<file path="src/rtl/fetch_mem_responder_pkg.sv">
// Shared definitions for the instruction-fetch memory responder.
//   state_e        : responder FSM states
//   INSN_LEN_FULL  : low two bits of a 32-bit (non-compressed) RISC-V instruction
//   NEED_FULL/RVC  : number of bytes to fetch for full / compressed instructions
package fetch_mem_responder_pkg;

    typedef enum logic {
        IDLE,
        FETCH
    } state_e;

    localparam logic [1:0] INSN_LEN_FULL = 2'b11;
    localparam logic [2:0] NEED_FULL     = 3'd4;
    localparam logic [2:0] NEED_RVC      = 3'd2;

endpackage

</file>
<file path="src/rtl/fetch_mem_responder.sv">
// Memory-side responder for the instruction fetch port.
// Reads up to four consecutive bytes over a granted byte-wide RAM port and returns a
// little-endian 32-bit instruction word. Stops after two bytes for compressed (RVC)
// instructions.
// Ports:
//   clk, rst           clock, synchronous active-high reset
//   flush              abort the current fetch
//   req_valid/req_addr fetch request pulse and byte address
//   busy               fetch in progress (requests dropped while high)
//   mem_rd/mem_a       byte read request and address to the shared RAM port
//   mem_gnt            arbiter grant; a byte issues when mem_rd && mem_gnt
//   mem_din            RAM read data, valid the cycle after issue
//   rsp_valid          one-cycle pulse qualifying rsp_data/rsp_addr
//   rsp_data/rsp_addr  assembled instruction and its request address
module fetch_mem_responder
    import fetch_mem_responder_pkg::*;
#(
    parameter int unsigned ADDR_WIDTH = 17
) (
    input  logic                  clk,
    input  logic                  rst,
    input  logic                  flush,
    input  logic                  req_valid,
    input  logic [31:0]           req_addr,
    output logic                  busy,
    output logic                  mem_rd,
    output logic [ADDR_WIDTH-1:0] mem_a,
    input  logic                  mem_gnt,
    input  logic [7:0]            mem_din,
    output logic                  rsp_valid,
    output logic [31:0]           rsp_data,
    output logic [31:0]           rsp_addr
);

    state_e                state_q, state_d;
    logic [31:0]           base_q, base_d;
    logic [2:0]            issue_cnt_q, issue_cnt_d;
    logic [2:0]            recv_cnt_q, recv_cnt_d;
    logic [2:0]            need_q, need_d;
    logic                  pend_q, pend_d;      // a byte was issued last cycle
    logic [31:0]           word_q, word_d;
    logic                  mem_rd_q, mem_rd_d;
    logic [ADDR_WIDTH-1:0] mem_a_q, mem_a_d;
    logic                  rsp_valid_q, rsp_valid_d;
    logic [31:0]           rsp_data_q, rsp_data_d;
    logic [31:0]           rsp_addr_q, rsp_addr_d;
    logic                  busy_q, busy_d;

    logic                  issue;
    logic [31:0]           word_ins;

    always_comb begin
        state_d     = state_q;
        base_d      = base_q;
        issue_cnt_d = issue_cnt_q;
        recv_cnt_d  = recv_cnt_q;
        need_d      = need_q;
        pend_d      = 1'b0;
        word_d      = word_q;
        mem_rd_d    = mem_rd_q;
        mem_a_d     = mem_a_q;
        rsp_valid_d = 1'b0;
        rsp_data_d  = rsp_data_q;
        rsp_addr_d  = rsp_addr_q;

        issue    = mem_rd_q && mem_gnt;
        // Current word with the incoming byte merged into its lane.
        word_ins = word_q;
        word_ins[{recv_cnt_q[1:0], 3'b000} +: 8] = mem_din;

        if (flush) begin
            // Abort: the byte in flight (if any) is dropped because pend_d stays 0.
            state_d  = IDLE;
            mem_rd_d = 1'b0;
        end else begin
            unique case (state_q)
                IDLE: begin
                    // The rsp_valid cycle is still busy even though the FSM is idle.
                    if (req_valid && !rsp_valid_q) begin
                        base_d      = req_addr;
                        mem_a_d     = req_addr[ADDR_WIDTH-1:0];
                        mem_rd_d    = 1'b1;
                        issue_cnt_d = 3'd0;
                        recv_cnt_d  = 3'd0;
                        need_d      = NEED_FULL;
                        word_d      = '0;
                        state_d     = FETCH;
                    end
                end
                FETCH: begin
                    if (issue) begin
                        issue_cnt_d = issue_cnt_q + 3'd1;
                    end
                    pend_d = issue;
                    if (pend_q) begin
                        word_d     = word_ins;
                        recv_cnt_d = recv_cnt_q + 3'd1;
                        if (recv_cnt_q == 3'd0 && mem_din[1:0] != INSN_LEN_FULL) begin
                            need_d = NEED_RVC;
                        end
                    end
                    // Uses need_d so a compressed decode cancels the next issue at once.
                    mem_rd_d = (issue_cnt_d < need_d);
                    // Only move the address when another byte will actually be read.
                    if (issue && mem_rd_d) begin
                        mem_a_d = base_q[ADDR_WIDTH-1:0] + ADDR_WIDTH'(issue_cnt_d);
                    end
                    if (pend_q && recv_cnt_d == need_d) begin
                        rsp_valid_d = 1'b1;
                        rsp_data_d  = word_ins;
                        rsp_addr_d  = base_q;
                        mem_rd_d    = 1'b0;
                        pend_d      = 1'b0;
                        state_d     = IDLE;
                    end
                end
                default: state_d = IDLE;
            endcase
        end

        busy_d = (state_d == FETCH) || rsp_valid_d;
    end

    always_ff @(posedge clk) begin
        if (rst) begin
            state_q     <= IDLE;
            base_q      <= '0;
            issue_cnt_q <= '0;
            recv_cnt_q  <= '0;
            need_q      <= NEED_FULL;
            pend_q      <= 1'b0;
            word_q      <= '0;
            mem_rd_q    <= 1'b0;
            mem_a_q     <= '0;
            rsp_valid_q <= 1'b0;
            rsp_data_q  <= '0;
            rsp_addr_q  <= '0;
            busy_q      <= 1'b0;
        end else begin
            state_q     <= state_d;
            base_q      <= base_d;
            issue_cnt_q <= issue_cnt_d;
            recv_cnt_q  <= recv_cnt_d;
            need_q      <= need_d;
            pend_q      <= pend_d;
            word_q      <= word_d;
            mem_rd_q    <= mem_rd_d;
            mem_a_q     <= mem_a_d;
            rsp_valid_q <= rsp_valid_d;
            rsp_data_q  <= rsp_data_d;
            rsp_addr_q  <= rsp_addr_d;
            busy_q      <= busy_d;
        end
    end

    assign busy      = busy_q;
    assign mem_rd    = mem_rd_q;
    assign mem_a     = mem_a_q;
    assign rsp_valid = rsp_valid_q;
    assign rsp_data  = rsp_data_q;
    assign rsp_addr  = rsp_addr_q;

endmodule
</file>
<file path="config.mk">
export PLATFORM = sky130hd
export DESIGN_NAME = fetch_mem_responder
export DESIGN_NICKNAME = d
export VERILOG_FILES = /design/src/rtl/fetch_mem_responder_pkg.sv /design/src/rtl/fetch_mem_responder.sv
export SDC_FILE = /design/constraint.sdc
export NUM_CORES = 1
export LEC_CHECK = 0
export CAP_MARGIN = 20
export CORE_MARGIN = 2
export CORE_UTILIZATION = 50
export CTS_BUF_LIST = sky130_fd_sc_hd__clkbuf_8
export DETAILED_ROUTE_END_ITERATION = 10
export GPL_TIMING_DRIVEN = 1
export PLACE_DENSITY = 0.77
export SLEW_MARGIN = 0
export SYNTH_ARGS = -nofsm -noshare
export SYNTH_HDL_FRONTEND = slang
export SYNTH_SLANG_ARGS = --single-unit
</file>
<file path="constraint.sdc">
create_clock -name clk -period 3.1 [get_ports clk]
set_input_delay 0.465 -clock clk [delete_from_list [all_inputs] [get_ports clk]]
set_output_delay 0.465 -clock clk [all_outputs]
set_load 0.02 [all_outputs]
</file>
==> results of run 1 <==
[area by class of cell]
cell class / instances / share of cell area [%]
timing repair buffer: 167 / 18.1
sequential: 159 / 36.0
clock buffer: 21 / 3.27
tap: 176 / 2.49
clock inverter: 9 / 1.06
multi-input combinational: 591 / 38.6
inverter: 11 / 0.467
[layer usage]
| layer | track usage, % | up-vias | share of wire, % |
|---|---|---|---|
| met4 | 9.41 | 0 | 2.0 |
| met1 | 35.7 | 2889 | 47 |
| li1 | - | 3127 | - |
| met3 | 4.89 | 26 | 5.8 |
| met2 | 37.6 | 181 | 45 |
| met5 | 0 | - | 0 |
[flip-flops by register name, summed over array words and instances, names as in the netlist, 3 cells and up]
register     flops
need_q           3
rsp_addr        32
mem_a           17
base_q          32
rsp_data        32
recv_cnt_q       3
issue_cnt_q      3
word_q          32
[Yosys cell counts, types with 4 or more instances]
| master | count |
|---|---|
| dfxtp_1 | 159 |
| o211ai_1 | 13 |
| nand2_1 | 113 |
| a21oi_1 | 144 |
| nand2b_1 | 8 |
| ha_1 | 12 |
| a22oi_1 | 5 |
| a211oi_1 | 36 |
| nand3_1 | 4 |
| xor2_1 | 10 |
| o2111ai_1 | 4 |
| o21ai_0 | 7 |
| nor3_1 | 8 |
| and4_1 | 5 |
| nor2b_1 | 65 |
| xnor2_1 | 8 |
| inv_1 | 10 |
| nor2_1 | 72 |
| mux2i_1 | 4 |
| clkbuf_1 | 44 |
| o22a_1 | 30 |
| nand4_1 | 4 |
| and3_1 | 4 |
| a31oi_1 | 9 |
| buf_1 | 6 |
| buf_2 | 9 |
[worst max-delay path, cell delays in order (launching register included)]
cell and delay (ns):
dfxtp_1 0.44, inv_1 0.09, ha_1 0.27, nand4_1 0.20, nand2_1 0.09, ha_1 0.29, a21oi_1 0.23, o2111ai_1 0.17
nor4_2 0.19, nor2_1 0.09, or4_1 0.51, a21oi_1 0.12
[power by group]
part           internal, uW  switching [uW]  total, uW
Combinational           134             171        306
Sequential             2080            35.9       2110
Clock                   779             719       1500
Total                  2990             926       3920
[stage by stage]
step | hold slack (ns) | TNS (ns) | cells | total power, uW | setup WS (ns)
after global routing | 0.449 | 0 | 1134 | 4060 | 0.0228
after floorplan | 0.432 | 0 | 825 | 2310 | 0.325
after CTS | 0.428 | 0 | 1134 | 3940 | 0.230
after global placement | 0.437 | 0 | 1104 | 2460 | 0.0153
final | 0.449 | 0 | 1134 | 3920 | 0.345
after detailed placement | 0.442 | -0.00765 | 1104 | 2470 | -0.00765
[cell families after synthesis]
group / Yosys count
muxes: 4
adders and majority gates: 13
and+or+nand+nor: 293
buffers and inverters: 75
DFF: 159
xor gates and xnor gates: 18
AOI/OAI and AO/OA: 263
[final timing paths]
check / depth (start not counted) / end / slack, ns
worst max-delay path: 11 / mem_a[13] / 0.34
worst min-delay path: 2 / need_q[1] / 0.45
worst max register to register: 11 / mem_a[13] / 0.34
worst min register to register: 2 / word_q[5] / 0.45
==> flow_metrics.py, run 1 <==
metrics = {
    "power_and_ir_drop": {
        "leakage_uw": 0.00312,
        "power.density_nw_per_um2": 443,
        "ir_worst_vdd_v": 0.000291,
    },
    "critical_path": {
        "arrival_ns": 3.15,
        "path_class": "flip-flop to flip-flop",
        "rr_startpoint": "recv_cnt_q[1]",
        "startpoint": "recv_cnt_q[1]",
        "start_kind": "flip-flop",
        "endpoint_kind": "flip-flop",
        "cp.required_ns": 3.49,
        "cp_max_fo": 6,
    },
    "place": {
        "hpwl_mm": 12.2,
        "gp_congestion": 0.892,
        "placed_area_um2": 8450,
        "port_buffers": 128,
    },
    "logic_synthesis": {
        "synth_seq_cells": 159,
        "yosysWarnings": 0,
        "synth_area_leaders": "dfxtp_1 (46%), a21oi_1 (10%), nand2_1 (6.1%)",
        "synthSimpleGateAreaFrac_pct": 20.0,
        "async_reset_ff_share_pct": 0,
        "synthCells": 825,
        "synth.avg_cell_area_um2": 8.37,
        "synth_compound_area_share_pct": 23.9,
        "seq_area_frac_synth_pct": 46.1,
        "synthDistinctLibCells": 45,
        "synth-adder-area-share_pct": 2.46,
        "synthFlopType": "dfxtp_1",
        "yosysTopAreaCellShare_pct": 46.1,
        "synth_top_cell_by_area": "dfxtp_1",
        "synth_xor_area_share_pct": 2.28,
        "synth_area_um2": 6910,
        "synth_nets": 883,
        "synth-edff-count": 0,
        "synth_top_family_by_area": "compound AO/OA/AOI/OAI gates",
        "synthMuxAreaShare_pct": 0.580,
    },
    "detailed_routing": {
        "ant_nets": 0,
        "drt-initial-drc-count": 392,
        "drc": 0,
        "finalWirelength_mm": 18.0,
        "vias": 6223,
        "drtPass1Iterations": 5,
        "wl_per_cell_um": 15.8,
        "avgViaCountPerCell": 5.49,
    },
    "floorplan": {
        "die_y_um": 122,
        "io_pins": 129,
        "start_util_pct": 51.7,
        "die_w_um": 122,
        "dieArea_um2": 14800,
        "core_area_um2": 13300,
        "rows": 42,
    },
    "clocking": {
        "cts.sinks": 159,
        "cts_hold_buf": 0,
        "htreeDepth": 4,
        "clk_pin_slew_ns": 0.08,
        "cts_tree": "done",
        "cts_max_path_buffers": 2,
        "cts-root-buf": "clkbuf_8",
        "insertion_delay_ns": 0.46,
        "cts_resized": 0,
        "cts_buffers": 17,
        "post-cts-setup-buffers": 0,
    },
    "sta": {
        "setup-violations-final": 0,
        "fmax_mhz": 363,
        "relSlewSlack_pct": 53.3,
        "tightest_slew_ns": 0.699,
        "period_needed_ns": 2.76,
        "rsz0062_at_grt": "false",
        "timing.final.crit_share_pct": 88.9,
        "skew_ns": 0.00888,
        "hold_violations": 0,
        "slew_viol_final": 0,
    },
    "final_layout": {
        "drive_gt1_share_pct": 8.04,
        "syn_to_final_growth_pct": 28.0,
        "multi_input_area_um2": 3410,
        "fin_util_pct": 66.2,
        "finalNetCount": 1005,
        "n_fill_cell": 1150,
        "final_common_cell": "dfxtp_1",
        "final_cell_mix": "dfxtp_1 (158), a21oi_1 (144), clkdlybuf4s50_1 (127)",
        "antenna_cells": 0,
        "design_area_um2": 8840,
        "seq_area_um2": 3180,
    },
    "hold_path": {
        "min_from": "rst",
        "hold_class": "input port to flip-flop",
    },
    "global_route": {
        "grt_max_degree": 53,
        "grt_first_pass_wirelength_mm": 29.2,
        "track_usage_pct": 25.0,
        "antenna_found_initial": 0,
        "grt_pass1_vias": 5732,
        "grt_overflow": 0,
    },
    "run": {
        "maxCapViolCount": 0,
    },
    "outcome": {
        "status": "completed",
    },
}
(Power assumes the default switching activity.)
==> run 2: changes to the inputs <==
--- a/config.mk
+++ b/config.mk
@@ -11,6 +11,7 @@
 export CTS_BUF_LIST = sky130_fd_sc_hd__clkbuf_8
 export DETAILED_ROUTE_END_ITERATION = 10
 export GPL_TIMING_DRIVEN = 1
+export HOLD_SLACK_MARGIN = 0.15
 export PLACE_DENSITY = 0.77
 export SLEW_MARGIN = 0
 export SYNTH_ARGS = -nofsm -noshare
==> results of run 2 <==
The final DEF is identical to that of run 1; final timing and power are the same.
==> run 3: changes to the inputs <==
--- a/config.mk
+++ b/config.mk
@@ -11,7 +11,6 @@
 export CTS_BUF_LIST = sky130_fd_sc_hd__clkbuf_8
 export DETAILED_ROUTE_END_ITERATION = 10
 export GPL_TIMING_DRIVEN = 1
-export HOLD_SLACK_MARGIN = 0.15
 export PLACE_DENSITY = 0.77
 export SLEW_MARGIN = 0
 export SYNTH_ARGS = -nofsm -noshare
==> results of run 3 <==
The final DEF is identical to that of run 1; final timing and power are the same.
==> RTL change: new RTL, config.mk and constraints of run 2 <==
Change the parameter `ADDR_WIDTH` from 17 to 13.
--- a/src/rtl/fetch_mem_responder.sv
+++ b/src/rtl/fetch_mem_responder.sv
@@ -17,3 +17,3 @@
 #(
-    parameter int unsigned ADDR_WIDTH = 17
+    parameter int unsigned ADDR_WIDTH = 13
 ) (
Interface: changed (resized mem_a); port bits go from 129 to 125. No check against the original RTL was run, so the function may have changed too.
==> RTL change against run 2 <==
Sequential cell count is 4 lower. Synthesized cell count stayed put. Die area is 0.86% higher. Power is 0.32% higher. Synthesized area is 0.89% higher. Routed wire length is 4.0% higher. Clock skew is 1.1 ps lower. Final area is 0.35% higher. Worst setup slack worse by 36 ps. Largest cell class unchanged. Largest power group unchanged. Highest routed layer unchanged.
==> RTL change: results (changes against run 2) <==
----------------------------------------------------
[Outcome]
  Run status ... finished, final reports clean

[Detailed routing]
  Via total after detailed routing ... 6,478 (+4.1%)
  Number of optimization iterations in the first detailed-route pass ... 8 (+3)
  DR iter-0 viols ... 642 (+64%)
  Wire per inst ... 16.5 um (+4.0%)

[Placement]
  Place WS ... -237 ps (-230 ps)
  Area post-placement ... 8440 um2 (about the same)
  Port bufs ... 124 (-3.1%)
  Routability Congestion ... 0.947 (+6.1%)
  DP Wirelength ... 12,500 um (+2.3%)

[Timing]
  Slew at the pin with the worst max-slew slack ... 679 ps (-20.0 ps)
  Final clock skew ... 7.79 ps (-1.09 ps)

[Setup path]
  Arrival time at the worst endpoint ... 3180 ps (+30 ps)

[Clock tree]
  Total of hold buffers inserted after clock tree synthesis ... 0 (unchanged)
  Gates resized, CTS repair ... 0 (unchanged)
  Post-CTS setup buffers ... 0 (unchanged)
  Worst-skew pair later-pin latency ... 460 ps (about the same)
  H-tree lvl count ... 4 (unchanged)

[Power]
  Maximum resistive drop on vdd ... 0.296 mV (+1.5%)
  Combinational share of power ... 0.070 (-0.008)
  Int Pwr ... 2990 uW (about the same)
  Portion of total power attributed to sequential cells ... 0.521 (-0.019)
  Switching share of power ... 0.238 (+0.00199)

[Global route]
  Global Route Usage Sum ... 0.252 (+0.00153)
  Global-route wire length before repair ... 29,900 um (+2.4%)
  Pin count of the biggest net entering global routing ... 69 (+30%)
  Number of global-route vias before repair ... 6,024 (+5.1%)

[Finish]
  Total Nets Final ... 998 (-0.70%)
  Layout filler cell count ... 1,170 (+1.7%)
  Ratio of cells with drive above 1 in the final layout ... 0.112 (+0.0318)

[Logic synthesis]
  Synth top cells by count ... 162 x sky130_fd_sc_hd__a21oi_1, 155 x sky130_fd_sc_hd__dfxtp_1, 106 x sky130_fd_sc_hd__nand2_1
  Number of distinct library cells after synthesis ... 63 (+40%)
  Share of synthesized area spent on multiplexers ... 0.00772 (+0.00192)
  Share of synthesized area occupied by flip-flops and latches ... 0.445 (-0.0156)
  Synth Area in Compound Gates ... 0.273 (+0.0336)
  Share of the synthesized netlist area taken by xor and xnor gates ... 0.0126 (-0.0103)
  Synth area leaders ... sky130_fd_sc_hd__dfxtp_1 45%, sky130_fd_sc_hd__a21oi_1 12%, sky130_fd_sc_hd__nand2_1 5.7%

----------------------------------------------------
[RTL change: critical path, cell delays in order]
cell	delay, ps
sky130_fd_sc_hd__clkdlybuf4s50_1	530
sky130_fd_sc_hd__nand2_1	130
sky130_fd_sc_hd__xnor2_1	220
sky130_fd_sc_hd__ha_1	200
sky130_fd_sc_hd__inv_1	60
sky130_fd_sc_hd__fa_1	390
sky130_fd_sc_hd__nor2b_1	260
sky130_fd_sc_hd__o211ai_1	190
sky130_fd_sc_hd__xor2_1	180
sky130_fd_sc_hd__a2111o_1	420
sky130_fd_sc_hd__a21oi_1	140
[RTL change: cell type report]
| type | count | area (um2) | area share |
|---|---|---|---|
| Clock buffer | 20 | 275 | 0.0310 |
| Clock inverter | 12 | 146 | 0.0165 |
| Inverter | 9 | 33.8 | 0.00381 |
| Multi-Input combinational cell | 596 | 3540 | 0.399 |
| Sequential cell | 155 | 3100 | 0.350 |
| Tap cell | 180 | 225 | 0.0254 |
| Timing Repair Buffer | 162 | 1550 | 0.175 |
[RTL change: metal layers]
| metal | vias to the layer above | share of wire | global-route usage |
|---|---|---|---|
| li1 | 3150 | - | - |
| met1 | 3072 | 0.45 | 0.330 |
| met2 | 218 | 0.47 | 0.405 |
| met3 | 38 | 0.063 | 0.0684 |
| met4 | 0 | 0.021 | 0.0805 |
| met5 | - | 0 | 0 |
[RTL change: worst paths after layout]
path	slack, ps	endpoint	cells past startpoint	start
setup / recovery	310	mem_a[8]$_SDFFE_PP0P_	11	mem_gnt
hold / removal	450	issue_cnt_q[0]$_SDFFE_PP0P_	2	rst
setup reg to reg	420	mem_a[8]$_SDFFE_PP0P_	10	mem_rd$_SDFFE_PP0N_
hold reg to reg	450	word_q[17]$_SDFFE_PP0P_	2	word_q[17]$_SDFFE_PP0P_
